<file path="config.mk">
export PLATFORM = sky130hd
export DESIGN_NAME = cpuc_mem_dma_flat
export DESIGN_NICKNAME = d
export VERILOG_FILES = /design/src/rtl/cpuc_mem_dma_pkg.sv /design/src/rtl/cpuc_mem_dma_if.sv /design/src/rtl/cpuc_mem_dma_addr_gen.sv /design/src/rtl/cpuc_mem_dma.sv /design/src/flat_wrapper.sv
export SDC_FILE = /design/constraint.sdc
export NUM_CORES = 1
export LEC_CHECK = 0
export BUFFER_PORTS_ARGS = -buffer_cell sky130_fd_sc_hd__buf_2
export CORE_UTILIZATION = 45
export CTS_BUF_LIST = sky130_fd_sc_hd__clkbuf_8
export DETAILED_ROUTE_END_ITERATION = 8
export GPL_TIMING_DRIVEN = 0
export PLACE_DENSITY = 0.69
export SKIP_LAST_GASP = 1
export SYNTH_ARGS = -nofsm -noshare
export SYNTH_HDL_FRONTEND = slang
export SYNTH_SLANG_ARGS = --single-unit
</file>
<file path="constraint.sdc">
create_clock -name clk -period 2.9 [get_ports clk]
set_input_delay 0.29 -clock clk [delete_from_list [all_inputs] [get_ports clk]]
set_output_delay 0.29 -clock clk [all_outputs]
set_load 0.1 [all_outputs]
</file>
<file path="src/rtl/cpuc_mem_dma_pkg.sv">
// cpuc_mem_dma_pkg: shared sizes, state and mode types for the CPUC block-transfer DMA
package cpuc_mem_dma_pkg;
  localparam int ADDR_WIDTH = 6;
  localparam int DATA_WIDTH = 16;
  localparam int MEM_SIZE = 64;
  localparam int LEN_WIDTH = ADDR_WIDTH + 1;
  typedef enum logic [1:0] {DMA_IDLE, DMA_RUN, DMA_DONE} t_dma_state;
  typedef enum logic {DMA_COPY, DMA_FILL} t_dma_mode;
endpackage

</file>
<file path="src/rtl/cpuc_mem_dma_if.sv">
// cpuc_mem_dma_if: DMA-side view of one RAM read port and one RAM write port plus the shared grant
interface cpuc_mem_dma_if;
  import cpuc_mem_dma_pkg::*;
  logic mem_gnt;
  logic [ADDR_WIDTH-1:0] rd_address;
  logic [DATA_WIDTH-1:0] rd_q;
  logic [ADDR_WIDTH-1:0] wr_address;
  logic wr_en;
  logic [DATA_WIDTH-1:0] wr_data;
  modport master (input mem_gnt, rd_q, output rd_address, wr_address, wr_en, wr_data);
  modport slave (output mem_gnt, rd_q, input rd_address, wr_address, wr_en, wr_data);
endinterface

</file>
<file path="src/rtl/cpuc_mem_dma_addr_gen.sv">
// cpuc_mem_dma_addr_gen: loadable address counter stepping up or down by one, holding when not stepped
module cpuc_mem_dma_addr_gen
  import cpuc_mem_dma_pkg::*;
(
  input  logic                  clk,
  input  logic                  rst,
  input  logic                  load,
  input  logic                  step,
  input  logic                  down,
  input  logic [ADDR_WIDTH-1:0] base,
  output logic [ADDR_WIDTH-1:0] addr
);
  always_ff @(posedge clk)
    if (rst) addr <= '0;
    else if (load) addr <= base;
    else if (step) addr <= addr + (down ? '1 : ADDR_WIDTH'(1));
endmodule

</file>
<file path="src/rtl/cpuc_mem_dma.sv">
// cpuc_mem_dma: block copy/fill initiator driving one RAM read port and one RAM write port under an external grant
module cpuc_mem_dma
  import cpuc_mem_dma_pkg::*;
#(
  parameter bit CHECK_BOUNDS = 1'b1
) (
  input  logic                  clk,
  input  logic                  rst,
  input  logic                  start,
  input  logic                  mode,
  input  logic [ADDR_WIDTH-1:0] src_addr,
  input  logic [ADDR_WIDTH-1:0] dst_addr,
  input  logic [LEN_WIDTH-1:0]  length,
  input  logic [DATA_WIDTH-1:0] fill_data,
  cpuc_mem_dma_if.master        bus,
  output logic                  busy,
  output logic                  done,
  output logic                  err,
  output logic [LEN_WIDTH-1:0]  words_done
);
  t_dma_state state, state_n;
  t_dma_mode mode_q;
  logic [DATA_WIDTH-1:0] fill_q;
  logic [LEN_WIDTH-1:0] len_q;
  logic [ADDR_WIDTH-1:0] cur_src, cur_dst, off, src_base, dst_base;
  logic accept, zero, oob, desc, desc_q, adv, last;
  always_comb begin
    accept = state == DMA_IDLE && start;
    zero = length == '0;
    oob = CHECK_BOUNDS && ((!mode && {1'b0, src_addr} + length > LEN_WIDTH'(MEM_SIZE))
                           || {1'b0, dst_addr} + length > LEN_WIDTH'(MEM_SIZE));
    desc = !mode && dst_addr > src_addr;
    off = length[ADDR_WIDTH-1:0] + '1;
    src_base = desc ? src_addr + off : src_addr;
    dst_base = desc ? dst_addr + off : dst_addr;
    adv = state == DMA_RUN && bus.mem_gnt;
    last = adv && words_done + LEN_WIDTH'(1) == len_q;
    state_n = state == DMA_IDLE ? (accept ? ((zero || oob) ? DMA_DONE : DMA_RUN) : DMA_IDLE)
            : state == DMA_RUN ? (last ? DMA_DONE : DMA_RUN) : DMA_IDLE;
    busy = state == DMA_RUN;
    done = state == DMA_DONE;
    bus.wr_en = adv;
    bus.rd_address = (busy && mode_q == DMA_COPY) ? cur_src : '0;
    bus.wr_address = busy ? cur_dst : '0;
    bus.wr_data = !busy ? '0 : mode_q == DMA_FILL ? fill_q : bus.rd_q;
  end
  always_ff @(posedge clk)
    if (rst) begin
      state <= DMA_IDLE;
      mode_q <= DMA_COPY;
      fill_q <= '0;
      len_q <= '0;
      desc_q <= 1'b0;
      words_done <= '0;
      err <= 1'b0;
    end else begin
      state <= state_n;
      if (accept) begin
        mode_q <= t_dma_mode'(mode);
        fill_q <= fill_data;
        len_q <= length;
        desc_q <= desc;
        words_done <= '0;
        err <= oob && !zero;
      end else if (adv) words_done <= words_done + LEN_WIDTH'(1);
    end
  cpuc_mem_dma_addr_gen u_src (
    .clk(clk), .rst(rst), .load(accept), .step(adv), .down(desc_q), .base(src_base), .addr(cur_src)
  );
  cpuc_mem_dma_addr_gen u_dst (
    .clk(clk), .rst(rst), .load(accept), .step(adv), .down(desc_q), .base(dst_base), .addr(cur_dst)
  );
endmodule

</file>
<file path="src/flat_wrapper.sv">
// flat-port wrapper written by rule: the top's interface ports become plain ports
module cpuc_mem_dma_flat import cpuc_mem_dma_pkg::*;
#(
  parameter bit CHECK_BOUNDS = 1'b1
)
  (clk, rst, start, mode, src_addr, dst_addr, length, fill_data, busy, done, err, words_done, bus_mem_gnt, bus_rd_q, bus_rd_address, bus_wr_address, bus_wr_en, bus_wr_data);
  cpuc_mem_dma_if bus_i ();
  input  logic clk;
  input  logic rst;
  input  logic start;
  input  logic mode;
  input  logic [ADDR_WIDTH-1:0] src_addr;
  input  logic [ADDR_WIDTH-1:0] dst_addr;
  input  logic [LEN_WIDTH-1:0] length;
  input  logic [DATA_WIDTH-1:0] fill_data;
  output logic busy;
  output logic done;
  output logic err;
  output logic [LEN_WIDTH-1:0] words_done;
  input wire logic [$bits(bus_i.mem_gnt)-1:0] bus_mem_gnt;
  input wire logic [$bits(bus_i.rd_q)-1:0] bus_rd_q;
  output wire logic [$bits(bus_i.rd_address)-1:0] bus_rd_address;
  output wire logic [$bits(bus_i.wr_address)-1:0] bus_wr_address;
  output wire logic [$bits(bus_i.wr_en)-1:0] bus_wr_en;
  output wire logic [$bits(bus_i.wr_data)-1:0] bus_wr_data;
  assign bus_i.mem_gnt = bus_mem_gnt;
  assign bus_i.rd_q = bus_rd_q;
  assign bus_rd_address = bus_i.rd_address;
  assign bus_wr_address = bus_i.wr_address;
  assign bus_wr_en = bus_i.wr_en;
  assign bus_wr_data = bus_i.wr_data;
  cpuc_mem_dma #(.CHECK_BOUNDS(CHECK_BOUNDS)) u_core (.clk(clk), .rst(rst), .start(start), .mode(mode), .src_addr(src_addr), .dst_addr(dst_addr), .length(length), .fill_data(fill_data), .bus(bus_i), .busy(busy), .done(done), .err(err), .words_done(words_done));
endmodule
</file>
==> flow_metrics.py <==
metrics = {
    "setup_path": {
        "crit_type": "flip-flop to flip-flop",
        "rr_endpoint": "u_core.u_src.addr[4]",
        "startpoint": "u_core.desc_q",
        "worst-r2r-cell-count": 9,
        "worst_setup_path_start_kind": "flip-flop",
        "r2r-start": "u_core.desc_q",
        "reg2reg_slack_ns": 0.32,
        "worstSetupEndpointType": "flip-flop",
        "arrival_ns": 2.81,
        "worst-path-max-fanout": 11,
        "cp.required_ns": 3.12,
    },
    "synth": {
        "yosys_register_bits": 47,
        "synth.avg_cell_area_um2": 7.85,
        "synthDistinctLibCells": 52,
        "synthAdderAreaFrac": 0.151,
        "netlist.area_leader.share": 0.238,
        "synth_compound_area_frac": 0.211,
        "synth_top_family_by_area": "compound AO/OA/AOI/OAI gates",
        "synth_simple_gate_area_frac": 0.207,
        "synth_fp_nets": 603,
        "yosys.area.top_type": "dfxtp_1",
        "ys.flop_type": "dfxtp_1",
        "synthArstFlopShare": 0,
        "synth_mux_area_frac": 0.0507,
        "yosysSeqAreaShare": 0.238,
        "post_synth_instance_area_um2": 3950,
        "ys_top_cells_by_area": "dfxtp_1, ha_1, a21oi_1",
        "postSynthCellCount": 503,
        "synth_warnings": 0,
        "synth_edf_count": 0,
        "synth_xor_area_frac": 0.0884,
    },
    "floorplanning": {
        "rows": 33,
        "die_w_um": 95.7,
        "start_util": 0.474,
        "dieArea_um2": 9160,
        "core_um2": 8340,
        "die_y_um": 95.7,
        "pin_count": 95,
    },
    "sta": {
        "worst_slack_ns": 0.317,
        "finalClockSkew_ns": 0.00603,
        "setup_viol": 0,
        "slew_violations": 0,
        "hold_ws_ns": 0.211,
        "tns_ns": 0,
        "min_period_over_period": 0.891,
        "slew_headroom": 0.480,
        "final.min_clock_period_ns": 2.58,
        "finalHoldViolations": 0,
        "rsz0062_at_grt": "false",
        "worstMarginPinSlew_ns": 0.780,
        "fmax_mhz": 387,
    },
    "clock_network": {
        "cts_root_buf": "clkbuf_8",
        "cts_tree": "done",
        "cts_max_level": 2,
        "clk_latency_ns": 0.31,
        "ctsHoldBuffers": 0,
        "cts_setup_buffers": 0,
        "cts_resized": 0,
        "cts_made_buffers": 5,
        "clk_path_buf_depth": 2,
        "clock_sinks": 47,
        "clk_pin_slew_ns": 0.10,
    },
    "drt": {
        "vias": 3890,
        "drc_errors": 0,
        "drt-total-wl_mm": 10.8,
        "detail_route.first_pass.iterations": 5,
        "vias_per_cell": 5.49,
        "ant_nets": 0,
        "wl_per_cell_um": 15.3,
        "drt_iter0_markers": 167,
    },
    "min_path": {
        "hold_path_depth": 3,
        "hold_end": "u_core.fill_q[12]",
        "hold_class": "input port to flip-flop",
        "hold_path.startpoint": "fill_data[12]",
    },
    "pwr": {
        "total_power_mw": 2.20,
        "power_leakage_nw": 2.12,
        "power_density_nw_per_um2": 472,
        "ir_drop_mv": 0.289,
    },
    "layout": {
        "fin_util": 0.559,
        "diodes": 0,
        "drive_gt1_frac": 0.184,
        "syn2layout_area_growth_pct": 18.0,
        "design_area_um2": 4660,
        "layout.cells.most_common": "buf_2",
        "fin_cells": 709,
        "finalNetCount": 703,
        "final_cell_mix": "buf_2, nand2_1, a21oi_1, dfxtp_1, nor2_1",
    },
    "place": {
        "gp_congestion": 0.912,
        "preCtsSetupSlack_ns": 0.262,
        "dp.cells": 701,
        "port-buffer-count": 93,
        "dp_hpwl_mm": 8.63,
        "placed_area_um2": 4550,
    },
    "run": {
        "cap_violations": 0,
    },
    "grt": {
        "grt_pass1_vias": 3570,
        "grt_pass1_wl_mm": 17.1,
        "grt_use_total": 0.243,
        "grt_antenna_before_repair": 0,
        "grt_start_max_net_pins": 17,
        "overflow": 0,
    },
    "status": {
        "status": "completed",
    },
}
-- where the power goes --
group	switching, mW	total, mW	internal (mW)
Clock	0.248	0.508	0.260
Sequential	0.0458	0.751	0.706
Combinational	0.633	0.939	0.306
Total	0.927	2.20	1.27
-- worst max path at each step --
stage | slack (ns) | to
2_1_floorplan | -0.13 | bus_rd_address[0]
3_3_place_gp | 0.34 | u_core.u_dst.addr[5]
3_5_place_dp | 0.26 | u_core.u_dst.addr[5]
4_1_cts | 0.34 | u_core.u_src.addr[4]
5_1_grt | 0.14 | u_core.u_src.addr[4]
6_report | 0.32 | u_core.u_src.addr[4]
-- sequential cells by signal, indices dropped and copies added (netlist names) --
name,cells
u_core.state,2
u_core.err,1
u_core.u_src.addr,6
u_core.u_dst.addr,6
u_core.mode_q,1
u_core.words_done,7
u_core.fill_q,16
u_core.desc_q,1
u_core.len_q,7
-- synth_stat cells, types with 2 or more instances --
| master | count |
|---|---|
| xor2_1 | 14 |
| nor4_1 | 6 |
| or3_1 | 2 |
| nor2_1 | 46 |
| a21oi_1 | 52 |
| or3b_1 | 2 |
| mux2i_1 | 20 |
| ha_1 | 38 |
| o21ai_0 | 9 |
| nor3_1 | 10 |
| o21bai_1 | 2 |
| o21ai_1 | 4 |
| fa_1 | 6 |
| dfxtp_1 | 47 |
| nor3b_1 | 2 |
| nand4_1 | 2 |
| nand3b_1 | 6 |
| a211oi_1 | 25 |
| o22ai_1 | 2 |
| o211a_1 | 4 |
| nand2b_1 | 8 |
| nand3_1 | 7 |
| a31oi_1 | 3 |
| inv_1 | 26 |
| o211ai_1 | 2 |
| nand2_1 | 61 |
| buf_4 | 2 |
| o2111ai_1 | 3 |
| nor2b_1 | 3 |
| and2_1 | 10 |
| clkbuf_1 | 21 |
| xnor2_1 | 24 |
| a21o_1 | 15 |
-- worst max-delay path, cell delays in order, from the launching register on --
cell      delay (ns)
dfxtp_1         0.60
clkbuf_1        0.40
inv_1           0.18
fa_1            0.49
inv_1           0.08
a21o_1          0.12
a21oi_1         0.07
xor2_1          0.15
o211a_1         0.21
a211oi_1        0.20
-- cells by family (layout without fill, tap and decap cells) --
kind of cell / Yosys count / in the layout
simple gates: 172 / 172
compound gates: 129 / 129
buf+inv: 52 / 153
flops: 47 / 47
fa+ha+maj: 44 / 44
xor+xnor: 39 / 39
mux: 20 / 20
-- area by class of cell --
class	instances	area (µm²)
sequential	47	941
buffer	25	110
clock buffer	5	68.8
clock inverter	3	46.3
multi-input combinational	404	2800
inverter	27	101
tap	105	131
timing repair buffer	93	465
fill	824	3680
-- layer usage --
| metal | wire length, µm | vias up | GRT usage |
|---|---|---|---|
| met5 | 0 | - | 0 |
| met4 | 249 | 0 | 0.0808 |
| met3 | 667 | 23 | 0.0308 |
| met2 | 5010 | 133 | 0.403 |
| met1 | 4920 | 1757 | 0.324 |
| li1 | - | 1977 | - |
Power figures use the tool's default switching activity.
